`src/rtl/dsp_chain_drain_acc_if.sv`:
```
// Stream interface for the DSP chain drain: free-running chain input and a
// buffered valid/ready result output.
interface dsp_chain_drain_acc_if #(
  parameter int IN_W  = 37,
  parameter int OUT_W = 16
);
  // Handshake: the chain side has no ready, so every in_valid term is consumed
  // in its cycle. The result side transfers the head when out_valid && out_ready
  // are both high on a rising clk edge. out_data/out_sat hold while
  // out_valid && !out_ready, and out_valid never drops without a transfer.
  logic                    in_valid;
  logic                    in_last;
  logic signed [IN_W-1:0]  chain_result;
  logic                    out_valid;
  logic                    out_ready;
  logic signed [OUT_W-1:0] out_data;
  logic                    out_sat;

  modport master (
    output in_valid,
    output in_last,
    output chain_result,
    output out_ready,
    input  out_valid,
    input  out_data,
    input  out_sat
  );

  modport slave (
    input  in_valid,
    input  in_last,
    input  chain_result,
    input  out_ready,
    output out_valid,
    output out_data,
    output out_sat
  );
endinterface

```
`src/rtl/dsp_chain_drain_acc.sv`:
```
// Tail consumer of a cascaded DSP chain: accumulates chainout terms per group,
// rounds/shifts/saturates each group total and buffers it in a small FIFO.
module dsp_chain_drain_acc #(
  parameter int IN_W       = 37,
  parameter int ACC_W      = 48,
  parameter int OUT_W      = 16,
  parameter int SHIFT      = 8,
  parameter int FIFO_DEPTH = 4,
  parameter int MAX_TERMS  = 1024
) (
  input  logic                 clk,
  input  logic                 reset,
  dsp_chain_drain_acc_if.slave bus,
  output logic                 overflow_err,
  output logic                 len_err,
  output logic [15:0]          sat_cnt,
  output logic                 dbg_state
);

  localparam int CNT_W = $clog2(MAX_TERMS + 1);
  localparam int PTR_W = $clog2(FIFO_DEPTH);
  localparam int RND_W = ACC_W + 1;
  localparam int ENT_W = OUT_W + 1;

  // Rounding runs one bit wider than the accumulator so the bias cannot wrap.
  localparam logic signed [RND_W-1:0] HALF   = RND_W'(1) << (SHIFT - 1);
  localparam logic signed [RND_W-1:0] SAT_HI = (RND_W'(1) << (OUT_W - 1)) - RND_W'(1);
  localparam logic signed [RND_W-1:0] SAT_LO = ~SAT_HI;

  typedef enum logic {
    S_IDLE  = 1'b0,
    S_ACCUM = 1'b1
  } state_t;

  state_t state;
  state_t state_nx;

  logic signed [ACC_W-1:0] acc;
  logic signed [ACC_W-1:0] term_ext;
  logic signed [ACC_W-1:0] sum;
  logic signed [ACC_W-1:0] total;
  logic [CNT_W-1:0]        term_cnt;
  logic                    at_max;
  logic                    close;
  logic                    force_close;

  logic signed [RND_W-1:0] biased;
  logic signed [RND_W-1:0] rshift;
  logic [OUT_W-1:0]        rnd_data;
  logic                    rnd_sat;

  logic                    post_valid;
  logic [OUT_W-1:0]        post_data;
  logic                    post_sat;

  logic [ENT_W-1:0]        mem [FIFO_DEPTH];
  logic [PTR_W:0]          wr_ptr;
  logic [PTR_W:0]          rd_ptr;
  logic [PTR_W-1:0]        wr_idx;
  logic [PTR_W-1:0]        rd_idx;
  logic [PTR_W-1:0]        head_idx;
  logic                    empty;
  logic                    full;
  logic                    pop;
  logic                    push_ok;
  logic                    drop;

  assign term_ext = {{(ACC_W - IN_W){bus.chain_result[IN_W-1]}}, bus.chain_result};
  assign sum      = acc + term_ext;
  assign at_max   = (term_cnt == CNT_W'(MAX_TERMS - 1));
  assign dbg_state = logic'(state);

  always_ff @(posedge clk) begin
    if (reset) begin
      state <= S_IDLE;
    end else begin
      state <= state_nx;
    end
  end

  always_comb begin
    state_nx = state;
    case (state)
      S_IDLE: begin
        if (bus.in_valid && !bus.in_last) begin
          state_nx = S_ACCUM;
        end
      end
      S_ACCUM: begin
        if (bus.in_valid && (bus.in_last || at_max)) begin
          state_nx = S_IDLE;
        end
      end
      default: state_nx = S_IDLE;
    endcase
  end

  always_comb begin
    total       = term_ext;
    close       = 1'b0;
    force_close = 1'b0;
    case (state)
      S_IDLE: begin
        total = term_ext;
        close = bus.in_valid && bus.in_last;
      end
      S_ACCUM: begin
        total       = sum;
        close       = bus.in_valid && (bus.in_last || at_max);
        force_close = bus.in_valid && !bus.in_last && at_max;
      end
      default: begin
        total = term_ext;
      end
    endcase
  end

  // The first term of a group reloads the accumulator instead of adding.
  always_ff @(posedge clk) begin
    if (reset) begin
      acc      <= '0;
      term_cnt <= '0;
    end else if (bus.in_valid) begin
      if (state == S_IDLE) begin
        acc      <= term_ext;
        term_cnt <= CNT_W'(1);
      end else begin
        acc      <= sum;
        term_cnt <= term_cnt + CNT_W'(1);
      end
    end
  end

  always_comb begin
    biased   = {total[ACC_W-1], total} + HALF;
    rshift   = biased >>> SHIFT;
    rnd_data = rshift[OUT_W-1:0];
    rnd_sat  = 1'b0;
    if (rshift > SAT_HI) begin
      rnd_data = {1'b0, {(OUT_W - 1){1'b1}}};
      rnd_sat  = 1'b1;
    end else if (rshift < SAT_LO) begin
      rnd_data = {1'b1, {(OUT_W - 1){1'b0}}};
      rnd_sat  = 1'b1;
    end
  end

  always_ff @(posedge clk) begin
    if (reset) begin
      post_valid <= 1'b0;
      post_data  <= '0;
      post_sat   <= 1'b0;
    end else begin
      post_valid <= close;
      if (close) begin
        post_data <= rnd_data;
        post_sat  <= rnd_sat;
      end
    end
  end

  assign wr_idx  = wr_ptr[PTR_W-1:0];
  assign rd_idx  = rd_ptr[PTR_W-1:0];
  assign empty   = (wr_ptr == rd_ptr);
  assign full    = (wr_idx == rd_idx) && (wr_ptr[PTR_W] != rd_ptr[PTR_W]);
  assign pop     = !empty && bus.out_ready;
  assign push_ok = post_valid && (!full || pop);
  assign drop    = post_valid && full && !pop;

  // While empty, the slot behind the read pointer still holds the last popped
  // entry, which gives the required hold-last-value output for free.
  assign head_idx = empty ? (rd_idx - PTR_W'(1)) : rd_idx;

  always_ff @(posedge clk) begin
    if (reset) begin
      for (int i = 0; i < FIFO_DEPTH; i++) begin
        mem[i] <= '0;
      end
      wr_ptr       <= '0;
      rd_ptr       <= '0;
      overflow_err <= 1'b0;
      len_err      <= 1'b0;
      sat_cnt      <= '0;
    end else begin
      if (push_ok) begin
        mem[wr_idx] <= {post_sat, post_data};
        wr_ptr      <= wr_ptr + (PTR_W + 1)'(1);
      end
      if (pop) begin
        rd_ptr <= rd_ptr + (PTR_W + 1)'(1);
      end
      if (drop) begin
        overflow_err <= 1'b1;
      end
      if (force_close) begin
        len_err <= 1'b1;
      end
      if (push_ok && post_sat && (sat_cnt != 16'hFFFF)) begin
        sat_cnt <= sat_cnt + 16'd1;
      end
    end
  end

  assign bus.out_valid = !empty;
  assign {bus.out_sat, bus.out_data} = mem[head_idx];

endmodule
```
`src/flat_wrapper.sv`:
```
// flat-port wrapper written by rule: the top's interface ports become plain ports
module dsp_chain_drain_acc_flat 
#(
  parameter int IN_W       = 37,
  parameter int ACC_W      = 48,
  parameter int OUT_W      = 16,
  parameter int SHIFT      = 8,
  parameter int FIFO_DEPTH = 4,
  parameter int MAX_TERMS  = 1024
)
  (clk, reset, overflow_err, len_err, sat_cnt, dbg_state, bus_in_valid, bus_in_last, bus_chain_result, bus_out_ready, bus_out_valid, bus_out_data, bus_out_sat);
  dsp_chain_drain_acc_if #(.IN_W(IN_W), .OUT_W(OUT_W)) bus_i ();
  input  logic clk;
  input  logic reset;
  output logic overflow_err;
  output logic len_err;
  output logic [15:0] sat_cnt;
  output logic dbg_state;
  input wire logic [$bits(bus_i.in_valid)-1:0] bus_in_valid;
  input wire logic [$bits(bus_i.in_last)-1:0] bus_in_last;
  input wire logic [$bits(bus_i.chain_result)-1:0] bus_chain_result;
  input wire logic [$bits(bus_i.out_ready)-1:0] bus_out_ready;
  output wire logic [$bits(bus_i.out_valid)-1:0] bus_out_valid;
  output wire logic [$bits(bus_i.out_data)-1:0] bus_out_data;
  output wire logic [$bits(bus_i.out_sat)-1:0] bus_out_sat;
  assign bus_i.in_valid = bus_in_valid;
  assign bus_i.in_last = bus_in_last;
  assign bus_i.chain_result = bus_chain_result;
  assign bus_i.out_ready = bus_out_ready;
  assign bus_out_valid = bus_i.out_valid;
  assign bus_out_data = bus_i.out_data;
  assign bus_out_sat = bus_i.out_sat;
  dsp_chain_drain_acc #(.IN_W(IN_W), .ACC_W(ACC_W), .OUT_W(OUT_W), .SHIFT(SHIFT), .FIFO_DEPTH(FIFO_DEPTH), .MAX_TERMS(MAX_TERMS)) u_core (.clk(clk), .reset(reset), .bus(bus_i), .overflow_err(overflow_err), .len_err(len_err), .sat_cnt(sat_cnt), .dbg_state(dbg_state));
endmodule
```
`config.mk`:
```
export PLATFORM = sky130hd
export DESIGN_NAME = dsp_chain_drain_acc_flat
export DESIGN_NICKNAME = d
export VERILOG_FILES = /design/src/rtl/dsp_chain_drain_acc_if.sv /design/src/rtl/dsp_chain_drain_acc.sv /design/src/flat_wrapper.sv
export SDC_FILE = /design/constraint.sdc
export NUM_CORES = 1
export LEC_CHECK = 0
export ABC_AREA = 0
export CORE_ASPECT_RATIO = 1.25
export CORE_MARGIN = 5
export CORE_UTILIZATION = 55
export DETAILED_ROUTE_END_ITERATION = 8
export GPL_ROUTABILITY_DRIVEN = 0
export PLACE_DENSITY = 0.75
export SYNTH_ARGS = -nofsm -noshare
export SYNTH_HDL_FRONTEND = slang
export SYNTH_SLANG_ARGS = --single-unit
```
`constraint.sdc`:
```
create_clock -name clk -period 6.7 [get_ports clk]
set_input_delay 1.34 -clock clk [delete_from_list [all_inputs] [get_ports clk]]
set_output_delay 1.34 -clock clk [all_outputs]
set_load 0.05 [all_outputs]
```
; ---- Yosys cells after proc, flatten, opt, wreduce, memory -nomap -nowiden
; Memories as Yosys holds them, arrays and structs flattened.
; Cells that the tools add are included.
[op_classes]
mux = 21
reduce_logical = 18
n_bitwise = 1
addsub = 7
eq_ne = 5
magnitude_cmp = 2
[ops]
columns = cell, n
row1 = case mux 48 bit (2 select lines), 1
row2 = adder 48 x 9 -> 49 bit (second input constant), 1
row3 = adder 48 x 37 -> 48 bit, 1
row4 = 2-to-1 mux 48 bit, 1
row5 = > comparator 41 x 16 -> 1 bit (second input constant), 1
row6 = < comparator 41 x 16 -> 1 bit (second input constant), 1
row7 = 2-to-1 mux 16 bit, 2
row8 = 2-to-1 mux 17 bit, 1
row9 = OR reduction 17 bit, 1
row10 = adder 16 x 1 -> 16 bit (second input constant), 1
row11 = != test 16 bit (second input constant), 1
row12 = adder 11 x 1 -> 11 bit (second input constant), 1
row13 = equality test 11 x 10 -> 1 bit (second input constant), 1
row14 = logical AND 1 bit, 11
row15 = 2-to-1 mux 1 bit, 11
row16 = 2-to-1 mux 11 bit, 1
row17 = adder 3 x 1 -> 3 bit (second input constant), 2
row18 = zero test 1 bit, 4
row19 = 2-to-1 mux 2 bit, 2
row20 = case mux 1 bit (2 select lines), 2
row21 = equality test 3 bit, 1
row22 = equality test 2 bit, 1
row23 = logical OR 1 bit, 2
row24 = subtractor 2 x 1 -> 2 bit (second input constant), 1
row25 = other kinds (2), 2
[word_totals]
ff_bits = 102
n_memories = 1
output_inout_bits = 37
ram_bits = 68
[memory_table]
columns = memory, depth, width, rd, rd_ports_with_merged_regs, wr, line
row1 = u_core.mem, 4, 17, 1, 0, 4, dsp_chain_drain_acc.sv:56  ; logic [ENT_W-1:0] mem [FIFO_DEPTH];

; ---- Longest topological paths before layout
; Gate-level depths: netlist of the first run.
[logic_depth]
ltp_word = 10
mapped_depth = 21
depth_no_buf = 18

; ---- Worst setup path before layout of the first run
; Ideal clock, no wire load.
[synth_timing]
path_kind = flip-flop to flip-flop
start = reg u_core.state, in the netlist u_core.dbg_state
end = reg u_core.post_data[10]
path_slack_ns = 0.812
stages_incl_launch_ff = 21
t_required_ns = 6.558
arrival_time_ns = 5.746
setup_time_ns = 0.142
path_cell_list = dfxtp_1 -> clkbuf_1 -> clkbuf_1 -> buf_1 -> clkbuf_1 -> buf_1 -> buf_1 -> clkbuf_1 -> a21oi_1 -> inv_1 -> ha_1 -> and4b_1 -> and4_1 -> clkbuf_1 -> o2111ai_2 -> or4b_2 -> a211oi_1 -> nand4_1 -> o21ai_2 -> buf_4 -> o32ai_1
[synth_between]
elab_chain_cells = 6
[synth_rtl]
columns = element, line
row1 = from (decl), dsp_chain_drain_acc.sv:35  ; state_t state;
row2 = from (signal assigned), dsp_chain_drain_acc.sv:77  ; state <= state_nx;
row3 = inverter 1 bit, --
row4 = case mux 48 bit (2 select lines) (*), dsp_chain_drain_acc.sv:102  ; case (state)
row5 = named net u_core.total[8], dsp_chain_drain_acc.sv:41  ; logic signed [ACC_W-1:0] total;
row6 = adder 48 x 9 -> 49 bit (*), dsp_chain_drain_acc.sv:135  ; biased = {total[ACC_W-1], total} + HALF;
row7 = < comparator 41 x 16 -> 1 bit, dsp_chain_drain_acc.sv:142  ; end else if (rshift < SAT_LO) begin
row8 = 2-to-1 mux 16 bit, dsp_chain_drain_acc.sv:142
row9 = 2-to-1 mux 16 bit (*), dsp_chain_drain_acc.sv:139  ; if (rshift > SAT_HI) begin
row10 = to (signal assigned), dsp_chain_drain_acc.sv:156  ; post_data <= rnd_data;
row11 = to (decl), dsp_chain_drain_acc.sv:53  ; logic [OUT_W-1:0] post_data;
; Mark *: on every way through the listed nets, which the timed path passes. The rest lies on a longest branch.
; A chain may end at the register's enable or synchronous reset.

; ---- Worst setup path after layout of the first run
[layout_timing]
start = in bus_chain_result[14]
end = reg u_core.post_data[14]
[layout_between]
elab_chain_cells = 6
[layout_rtl]
columns = element, line
row1 = from (decl), flat_wrapper.sv:21  ; input wire logic [$bits(bus_i.chain_result)-1:0] bus_chain_result;
row2 = adder 48 x 37 -> 48 bit, dsp_chain_drain_acc.sv:69  ; assign sum = acc + term_ext;
row3 = case mux 48 bit (2 select lines) (*), dsp_chain_drain_acc.sv:102
row4 = adder 48 x 9 -> 49 bit (*), dsp_chain_drain_acc.sv:135
row5 = < comparator 41 x 16 -> 1 bit, dsp_chain_drain_acc.sv:142
row6 = 2-to-1 mux 16 bit, dsp_chain_drain_acc.sv:142
row7 = 2-to-1 mux 16 bit (*), dsp_chain_drain_acc.sv:139
; Every way passes the cells marked *; elsewhere a longest branch is shown, timed or not.

==> impl_metrics.py, run 1 <==
metrics = {
    "logic_synthesis": {
        "synth.cell_area_sq_mm": 0.0121,
        "fraction_of_synthesized_cell_area_taken_by_the_top_area_cell_type": 0.169,
        "syn-mean-instance-area_sq_um": 8.54,
        "mappedNetlistNets": 1507,
        "gate_count_of_the_mapped_netlist": 1412,
        "postSynthRegisterBits": 170,
        "synthTopCellsByArea": "sky130_fd_sc_hd__dfxtp_1, sky130_fd_sc_hd__edfxtp_1, sky130_fd_sc_hd__ha_1, sky130_fd_sc_hd__nor2_1, sky130_fd_sc_hd__a211oi_1",
        "yosysWarnings": 0,
        "asyncSetResetFlopFracSynth": 0,
        "synth_edf_count": 68,
        "count_of_unique_library_cells_instantiated_by_yosys": 81,
        "sequential_area_share_after_synthesis": 0.339,
        "synth_flop_cell": "sky130_fd_sc_hd__dfxtp_1",
        "synthDominantAreaCellType": "sky130_fd_sc_hd__dfxtp_1",
    },
    "cts": {
        "cts.hold.buffers_added": 0,
        "cts_setup_buffers": 0,
        "cts_tree": "built",
        "cts_inserted_buffers": 17,
        "clock_insertion_delay_worst_skew_ps": 440,
        "cts_sinks": 170,
        "cts_buffer_depth": 2,
        "cts_max_level": 4,
        "number_of_instances_resized_during_post_cts_repair": 0,
        "cts.root.buffer_cell": "sky130_fd_sc_hd__clkbuf_16",
        "path_clk_slew_ps": 70,
    },
    "timing": {
        "maxSlewViolCount": 0,
        "report.final.setup_viol": 0,
        "hold_viol_final": 0,
        "grt_setup_unrepaired": "false",
        "postLayoutSetupSlackWorst_ps": 478,
        "slew_headroom": 0.266,
        "final.setup.tns_ps": 0,
        "max_freq_mhz": 161,
        "holdWs_ps": 468,
        "finalClockSkew_ps": 18.8,
        "post-route-period-util": 0.929,
        "worstMarginPinSlew_ps": 1100,
        "min_period_ps": 6220,
    },
    "routing": {
        "wl_mm": 34.0,
        "dr.first_iter.drc_count": 896,
        "avgViaCountPerCell": 6.39,
        "drt_drc_violations_left": 0,
        "route.antenna.remaining_nets": 0,
        "dr_total_vias": 11400,
        "route.detailed.wl_per_inst_um": 19.0,
        "drt_first_pass_iters": 7,
    },
    "pwr": {
        "net_switching_share_of_the_total_power": 0.363,
        "p_sw_mw": 1.18,
        "power.density_cell_area_mw_per_mm2": 233,
        "irDropWorstVdd_mv": 0.194,
        "power_frac_comb": 0.327,
        "seq_power_share": 0.359,
        "clock_power_share": 0.314,
        "cell_internal_pwr_mw": 2.07,
        "power_leakage_nw": 5.15,
    },
    "global_routing": {
        "number_of_antenna_violations_at_the_first_check_in_global_routing": 0,
        "gr-usage-met1": 0.354,
        "first_global_vias": 10700,
        "first_pass_grt_wire_length_mm": 54.3,
        "groute.layer.met2.usage": 0.446,
        "gr-usage-met3": 0.0300,
        "gr-total-overflow": 0,
        "groute.usage.overall": 0.267,
        "largest_net_degree_at_the_start_of_global_routing": 58,
        "grt_most_used_layer": "met2",
    },
    "outcome": {
        "status": "completed",
    },
    "min_path": {
        "worst_hold_check_path_type": "flip-flop to flip-flop",
        "hold_path_stages": 2,
    },
    "finish": {
        "fill_cells": 1828,
        "antenna_cells_inserted": 0,
        "layout.nets": 1588,
        "sequential_cell_area_sq_mm": 0.00409,
        "syn_to_final_growth_pct": 15.6,
        "final_layout_size_suffix_gt1_frac": 0.0969,
        "multiInputGateArea_sq_mm": 0.00766,
    },
    "run": {
        "max_cap_viol_count": 0,
    },
    "critical_path": {
        "timing.critical_path.from_type": "input port",
        "critical_path.endpoint_type": "flip-flop",
        "timing.setup.critical_path_class": "input port to flip-flop",
        "cp_data_arrival_time_ps": 6550,
        "reg2reg_slack_ps": 1570,
        "crit_path_max_fanout": 9,
        "cp_data_required_time_ps": 7030,
        "timing.reg2reg.worst_path_depth": 19,
    },
    "floorplan": {
        "chipWidth_um": 142,
        "rows": 60,
        "core_region_area_sq_mm": 0.0215,
        "floorplan.initialDensity": 0.560,
        "die_height_um": 176,
        "design.die.area_sq_mm": 0.0250,
        "i_o_pin_cnt": 79,
    },
    "placed_design": {
        "portBuffers": 78,
        "preCtsSetupSlack_ps": 171,
        "place.detailed.hpwl_mm": 25.4,
    },
}
[registers in the layout, indices dropped and copies added, names as in the netlist, 3 cells and up]
signal and cells:
u_core.sat_cnt 16, u_core.term_cnt 11, u_core.wr_ptr 3, u_core.mem 68, u_core.post_data 16, u_core.rd_ptr 3
u_core.acc 48
[power groups by stage]
stage	clock, mW	combinational (mW)	sequential, mW
floorplan	0	0.738	1.17
CTS	1.02	1.05	1.16
global route	1.08	1.14	1.17
detailed placement	0	1.04	1.19
global placement	0	1.03	1.18
finish	1.02	1.06	1.16
[cell families (layout without fill, tap and decap cells)]
family / Yosys count / after routing / share of synthesized area
flip-flops: 170 / 170 / 0.339
buffers and inverters: 87 / 181 / 0.0285
adder cells (fa/ha/maj): 53 / 53 / 0.0556
AO/OA/AOI/OAI: 391 / 391 / 0.220
XOR/XNOR: 58 / 58 / 0.0421
AND/OR/NAND/NOR: 605 / 605 / 0.257
multiplexers: 48 / 48 / 0.0578
[Yosys cell counts, types with 13 or more instances]
library cell / n
sky130_fd_sc_hd__mux2i_1: 28
sky130_fd_sc_hd__or3_1: 30
sky130_fd_sc_hd__o21a_1: 18
sky130_fd_sc_hd__nand3_1: 36
sky130_fd_sc_hd__a31oi_1: 19
sky130_fd_sc_hd__and2_1: 74
sky130_fd_sc_hd__mux4_2: 17
sky130_fd_sc_hd__a21o_1: 21
sky130_fd_sc_hd__dfxtp_1: 102
sky130_fd_sc_hd__xor2_1: 27
sky130_fd_sc_hd__nor4_1: 22
sky130_fd_sc_hd__o211ai_1: 13
sky130_fd_sc_hd__inv_1: 19
sky130_fd_sc_hd__ha_1: 52
sky130_fd_sc_hd__a21oi_1: 86
sky130_fd_sc_hd__xnor2_1: 31
sky130_fd_sc_hd__nor2_1: 171
sky130_fd_sc_hd__clkbuf_1: 50
sky130_fd_sc_hd__nand4_1: 32
sky130_fd_sc_hd__and3_1: 21
sky130_fd_sc_hd__nand2_1: 108
sky130_fd_sc_hd__nor3_1: 39
sky130_fd_sc_hd__a211oi_1: 67
sky130_fd_sc_hd__o21ai_0: 67
sky130_fd_sc_hd__edfxtp_1: 68
[placed cells by master (no fill, tap or decap), drive strengths merged, types with 17 or more instances in the layout]
master | Yosys | routed
xnor2 | 31 | 31
nor2 | 171 | 171
nor3 | 42 | 42
inv | 19 | 27
clkdlybuf4s50 | 0 | 76
edfxtp | 68 | 68
nand2 | 108 | 108
clkbuf | 50 | 17
nor4 | 24 | 24
dfxtp | 102 | 102
a211oi | 70 | 70
mux4 | 17 | 17
mux2i | 28 | 28
o21a | 18 | 18
xor2 | 27 | 27
a21oi | 89 | 89
ha | 52 | 52
a21o | 21 | 21
or3 | 32 | 32
and2 | 74 | 74
a31oi | 19 | 19
and3 | 21 | 21
nand4 | 32 | 32
o21ai | 74 | 74
nand3 | 36 | 36
buf | 18 | 54
[metrics by stage]
step / std cells / cell area (sq um) / power [mW] / util
3_3_place_gp: 1753 / 13300 / 2.21 / 0.619
3_5_place_dp: 1753 / 13300 / 2.23 / 0.619
5_1_grt: 1785 / 13900 / 3.39 / 0.647
6_report: 1785 / 13900 / 3.24 / 0.647
4_1_cts: 1785 / 13900 / 3.24 / 0.647
2_1_floorplan: 1412 / 12100 / 1.91 / -
[layer usage]
metal  vias to the layer above  share of wire
met2                       422           0.49
li1                       5506              -
met5                         -              0
met3                        77          0.052
met4                         0          0.034
met1                      5402           0.43
[path summary, 6_finish.rpt]
check	startpoint	end
setup / recovery	bus_chain_result[14]	u_core.post_data[14]$_SDFFE_PP0P_
hold / removal	u_core.len_err$_SDFFE_PP0P_	u_core.len_err$_SDFFE_PP0P_
setup reg to reg	u_core.acc[13]$_SDFFE_PP0P_	u_core.post_data[14]$_SDFFE_PP0P_
hold reg to reg	u_core.len_err$_SDFFE_PP0P_	u_core.len_err$_SDFFE_PP0P_
[final cells by class]
cell class              count  area share
clock buffers              17      0.0305
clock inverters            15      0.0127
repair buffers            130      0.0845
flip-flops and latches    170       0.293
well taps                 279      0.0250
multi-input cells        1155       0.549
inverters                  19     0.00512
[worst max-delay path, stage by stage]
cell and delay [ps]:
sky130_fd_sc_hd__clkdlybuf4s50_1 480, sky130_fd_sc_hd__ha_1 500, sky130_fd_sc_hd__nand2_1 120, sky130_fd_sc_hd__o21a_1 210, sky130_fd_sc_hd__a211o_1 270, sky130_fd_sc_hd__a2111oi_1 970, sky130_fd_sc_hd__o21ai_0 270, sky130_fd_sc_hd__and3_1 290
sky130_fd_sc_hd__nor2_1 150, sky130_fd_sc_hd__buf_4 140, sky130_fd_sc_hd__nand4_1 120, sky130_fd_sc_hd__buf_4 170, sky130_fd_sc_hd__or3_1 360, sky130_fd_sc_hd__nor4_1 260, sky130_fd_sc_hd__nor2_1 130, sky130_fd_sc_hd__nor4_4 270
sky130_fd_sc_hd__buf_4 180, sky130_fd_sc_hd__nor2_1 40, sky130_fd_sc_hd__buf_4 160, sky130_fd_sc_hd__o32ai_1 120
Note: power is estimated with default switching activity, not from simulation.
==> run 2, diff against run 1 <==
--- a/config.mk
+++ b/config.mk
@@ -12,4 +12,3 @@
 export DETAILED_ROUTE_END_ITERATION = 8
-export GPL_ROUTABILITY_DRIVEN = 0
-export PLACE_DENSITY = 0.75
+export PLACE_DENSITY_LB_ADDON = 0.05
 export SYNTH_ARGS = -nofsm -noshare
==> constraint.sdc (replaced) <==
create_clock -name clk -period 6.7 [get_ports clk]
set_input_delay 0.67 -clock clk [delete_from_list [all_inputs] [get_ports clk]]
set_output_delay 0.67 -clock clk [all_outputs]
set_load 0.05 [all_outputs]
==> run 2 against run 1 <==
- power down 1.0%
- wire length grew 3.2%
- critical path depth shrank 3
- sequential power barely moved
- cell count decreased by 1.6%
- worst setup slack gained 440 ps
- sequential cell count stayed put
- die area is the same
- count of clock-buffer cells in the layout unchanged
- clock power about the same
- core utilization shrank 1.1 points
- critical path type unchanged
- largest power group unchanged
==> impl_metrics.py, run 2 (synthesized netlist as in run 1, its figures left out) <==
metrics = {
    "timing": {
        "report.final.setup_viol": 0,
        "post-route-period-util": 0.863,
        "max_freq_mhz": 173,
        "holdWs_ps": 479,
        "hold_viol_final": 0,
        "slew_headroom": 0.290,
        "min_period_ps": 5780,
        "grt_setup_unrepaired": "false",
        "final.setup.tns_ps": 0,
        "maxSlewViolCount": 0,
        "finalClockSkew_ps": 11.7,
        "worstMarginPinSlew_ps": 1060,
    },
    "critical_path": {
        "timing.critical_path.from_type": "input port",
        "timing.reg2reg.worst_path_depth": 16,
        "reg2reg_slack_ps": 1270,
        "cp_data_required_time_ps": 6980,
        "crit_path_max_fanout": 9,
        "timing.critical_path.max_delay_family": "simple AND/OR/NAND/NOR gates",
        "reg2reg_to": "u_core.post_data[14]$_SDFFE_PP0P_",
        "critical_path.endpoint_type": "flip-flop",
        "critPathMaxStageDelay_ps": 660,
        "cp_data_arrival_time_ps": 6070,
        "critical_path.cell_chain": "clkdlybuf4s50_1 > ha_1 > fa_1 > a211oi_2 > o21ai_1 > a211oi_2 > nor3_1 > or3_4 > a211oi_4 > o22ai_2 > or4_1 > or3_4 > and2_1 > o22ai_2 > nor4_4 > nor2_1 > o32ai_1",
        "rr_startpoint": "u_core.acc[0]$_SDFFE_PP0P_",
        "cp_num_buf_inv": 1,
        "critical_path.slowest_cell": "sky130_fd_sc_hd__or4_1",
        "timing.setup.critical_path_class": "input port to flip-flop",
    },
    "floorplan": {
        "floorplan.initialDensity": 0.560,
        "rows": 60,
        "design.die.area_sq_mm": 0.0250,
        "core_region_area_sq_mm": 0.0215,
        "die_height_um": 176,
        "chipWidth_um": 142,
        "i_o_pin_cnt": 79,
    },
    "global_routing": {
        "first_global_vias": 10500,
        "first_pass_grt_wire_length_mm": 55.7,
        "gr-total-overflow": 0,
        "largest_net_degree_at_the_start_of_global_routing": 88,
        "number_of_antenna_violations_at_the_first_check_in_global_routing": 0,
        "groute.usage.overall": 0.278,
    },
    "routing": {
        "wl_mm": 35.1,
        "drt_drc_violations_left": 0,
        "drt_first_pass_iters": 7,
        "avgViaCountPerCell": 6.39,
        "dr_total_vias": 11200,
        "dr.first_iter.drc_count": 799,
        "route.antenna.remaining_nets": 0,
        "route.detailed.wl_per_inst_um": 20.0,
    },
    "run": {
        "max_cap_viol_count": 0,
    },
    "pwr": {
        "power_leakage_nw": 5.01,
        "irDropWorstVdd_mv": 0.215,
        "power.density_cell_area_mw_per_mm2": 234,
    },
    "cts": {
        "cts_tree": "built",
        "cts_inserted_buffers": 17,
        "cts.hold.buffers_added": 0,
        "cts_setup_buffers": 0,
        "cts.root.buffer_cell": "sky130_fd_sc_hd__clkbuf_16",
        "number_of_instances_resized_during_post_cts_repair": 0,
        "path_clk_slew_ps": 70,
        "cts_sinks": 170,
        "cts_max_level": 4,
        "clock_insertion_delay_worst_skew_ps": 440,
        "cts_buffer_depth": 2,
    },
    "finish": {
        "top_regs": "u_core.mem (68), u_core.acc (48)",
        "syn_to_final_growth_pct": 13.7,
        "fill_cells": 1872,
        "post-route-util": 0.636,
        "largest_register_ff_count": 68,
        "sequential_cell_area_sq_mm": 0.00409,
        "mostFrequentLayoutCells": "sky130_fd_sc_hd__nor2_1, sky130_fd_sc_hd__nand2_1, sky130_fd_sc_hd__dfxtp_1",
        "mostFrequentLayoutCell": "sky130_fd_sc_hd__nor2_1",
        "design_area_sq_mm": 0.0137,
        "multiInputGateArea_sq_mm": 0.00766,
        "top_register": "u_core.mem",
        "final_layout_size_suffix_gt1_frac": 0.0799,
        "layout.nets": 1559,
        "antenna_cells_inserted": 0,
    },
    "outcome": {
        "status": "completed",
    },
    "min_path": {
        "worst_hold_check_path_type": "flip-flop to flip-flop",
        "min_to": "u_core.term_cnt[10]$_SDFFE_PP0P_",
        "hold_path_stages": 2,
        "min_delay_startpoint": "u_core.term_cnt[10]$_SDFFE_PP0P_",
    },
    "placed_design": {
        "gp_congestion": 0.999,
        "portBuffers": 78,
        "place.detailed.hpwl_mm": 26.2,
        "placed_area_sq_mm": 0.0131,
    },
}
-- run 2: changes by cell type in the layout (fill, tap and decap cells not counted), sizes merged --
| cell | change |
|---|---|
| buf | -29 |
| clkinvlp | +1 |
| bufinv | -1 |
-- run 2: worst max path at each step --
stage	start	end	cells past startpoint
after global placement	bus_chain_result[0]	u_core.post_data[8]$_SDFFE_PP0P_	18
final	bus_chain_result[0]	u_core.post_data[14]$_SDFFE_PP0P_	17
after detailed placement	bus_chain_result[0]	u_core.post_data[14]$_SDFFE_PP0P_	17
after global routing	bus_chain_result[14]	u_core.post_data[4]$_SDFFE_PP0P_	16
after floorplan	u_core.dbg_state$_SDFF_PP0_	u_core.post_data[10]$_SDFFE_PP0P_	20
after CTS	bus_chain_result[0]	u_core.post_data[14]$_SDFFE_PP0P_	17
-- run 2: metrics by stage --
step | power [mW] | cells | setup WS [ps]
finish | 3.21 | 1756 | 917
detailed placement | 2.22 | 1724 | 500
global route | 3.35 | 1756 | 574
global placement | 2.21 | 1724 | 619
floorplan | 1.91 | 1412 | 812
CTS | 3.21 | 1756 | 958
-- run 2: where the power goes --
| group | switching [mW] | leakage (nW) | internal [mW] |
|---|---|---|---|
| clock network | 0.495 | 0.284 | 0.502 |
| registers | 0.0369 | 1.54 | 1.13 |
| logic | 0.663 | 3.18 | 0.385 |
-- run 2: routing by layer --
layer / track usage / vias to the layer above / share of wire
li1: - / 5455 / -
met1: 0.362 / 5250 / 0.42
met2: 0.467 / 427 / 0.48
met3: 0.0335 / 86 / 0.054
met4: 0.117 / 0 / 0.041
met5: 0 / - / 0
-- run 2: area by class of cell --
type / count / share of cell area
clock buffer: 17 / 0.0310
sequential: 170 / 0.298
inverter: 19 / 0.00520
timing repair buffer: 101 / 0.0692
tap: 279 / 0.0255
multi-input combinational: 1155 / 0.559
clock inverter: 15 / 0.0123
-- run 2: worst min-delay path: stages (launching register included) --
cell	delay, ps
sky130_fd_sc_hd__dfxtp_1	310
sky130_fd_sc_hd__nand3_1	60
sky130_fd_sc_hd__a21oi_1	60
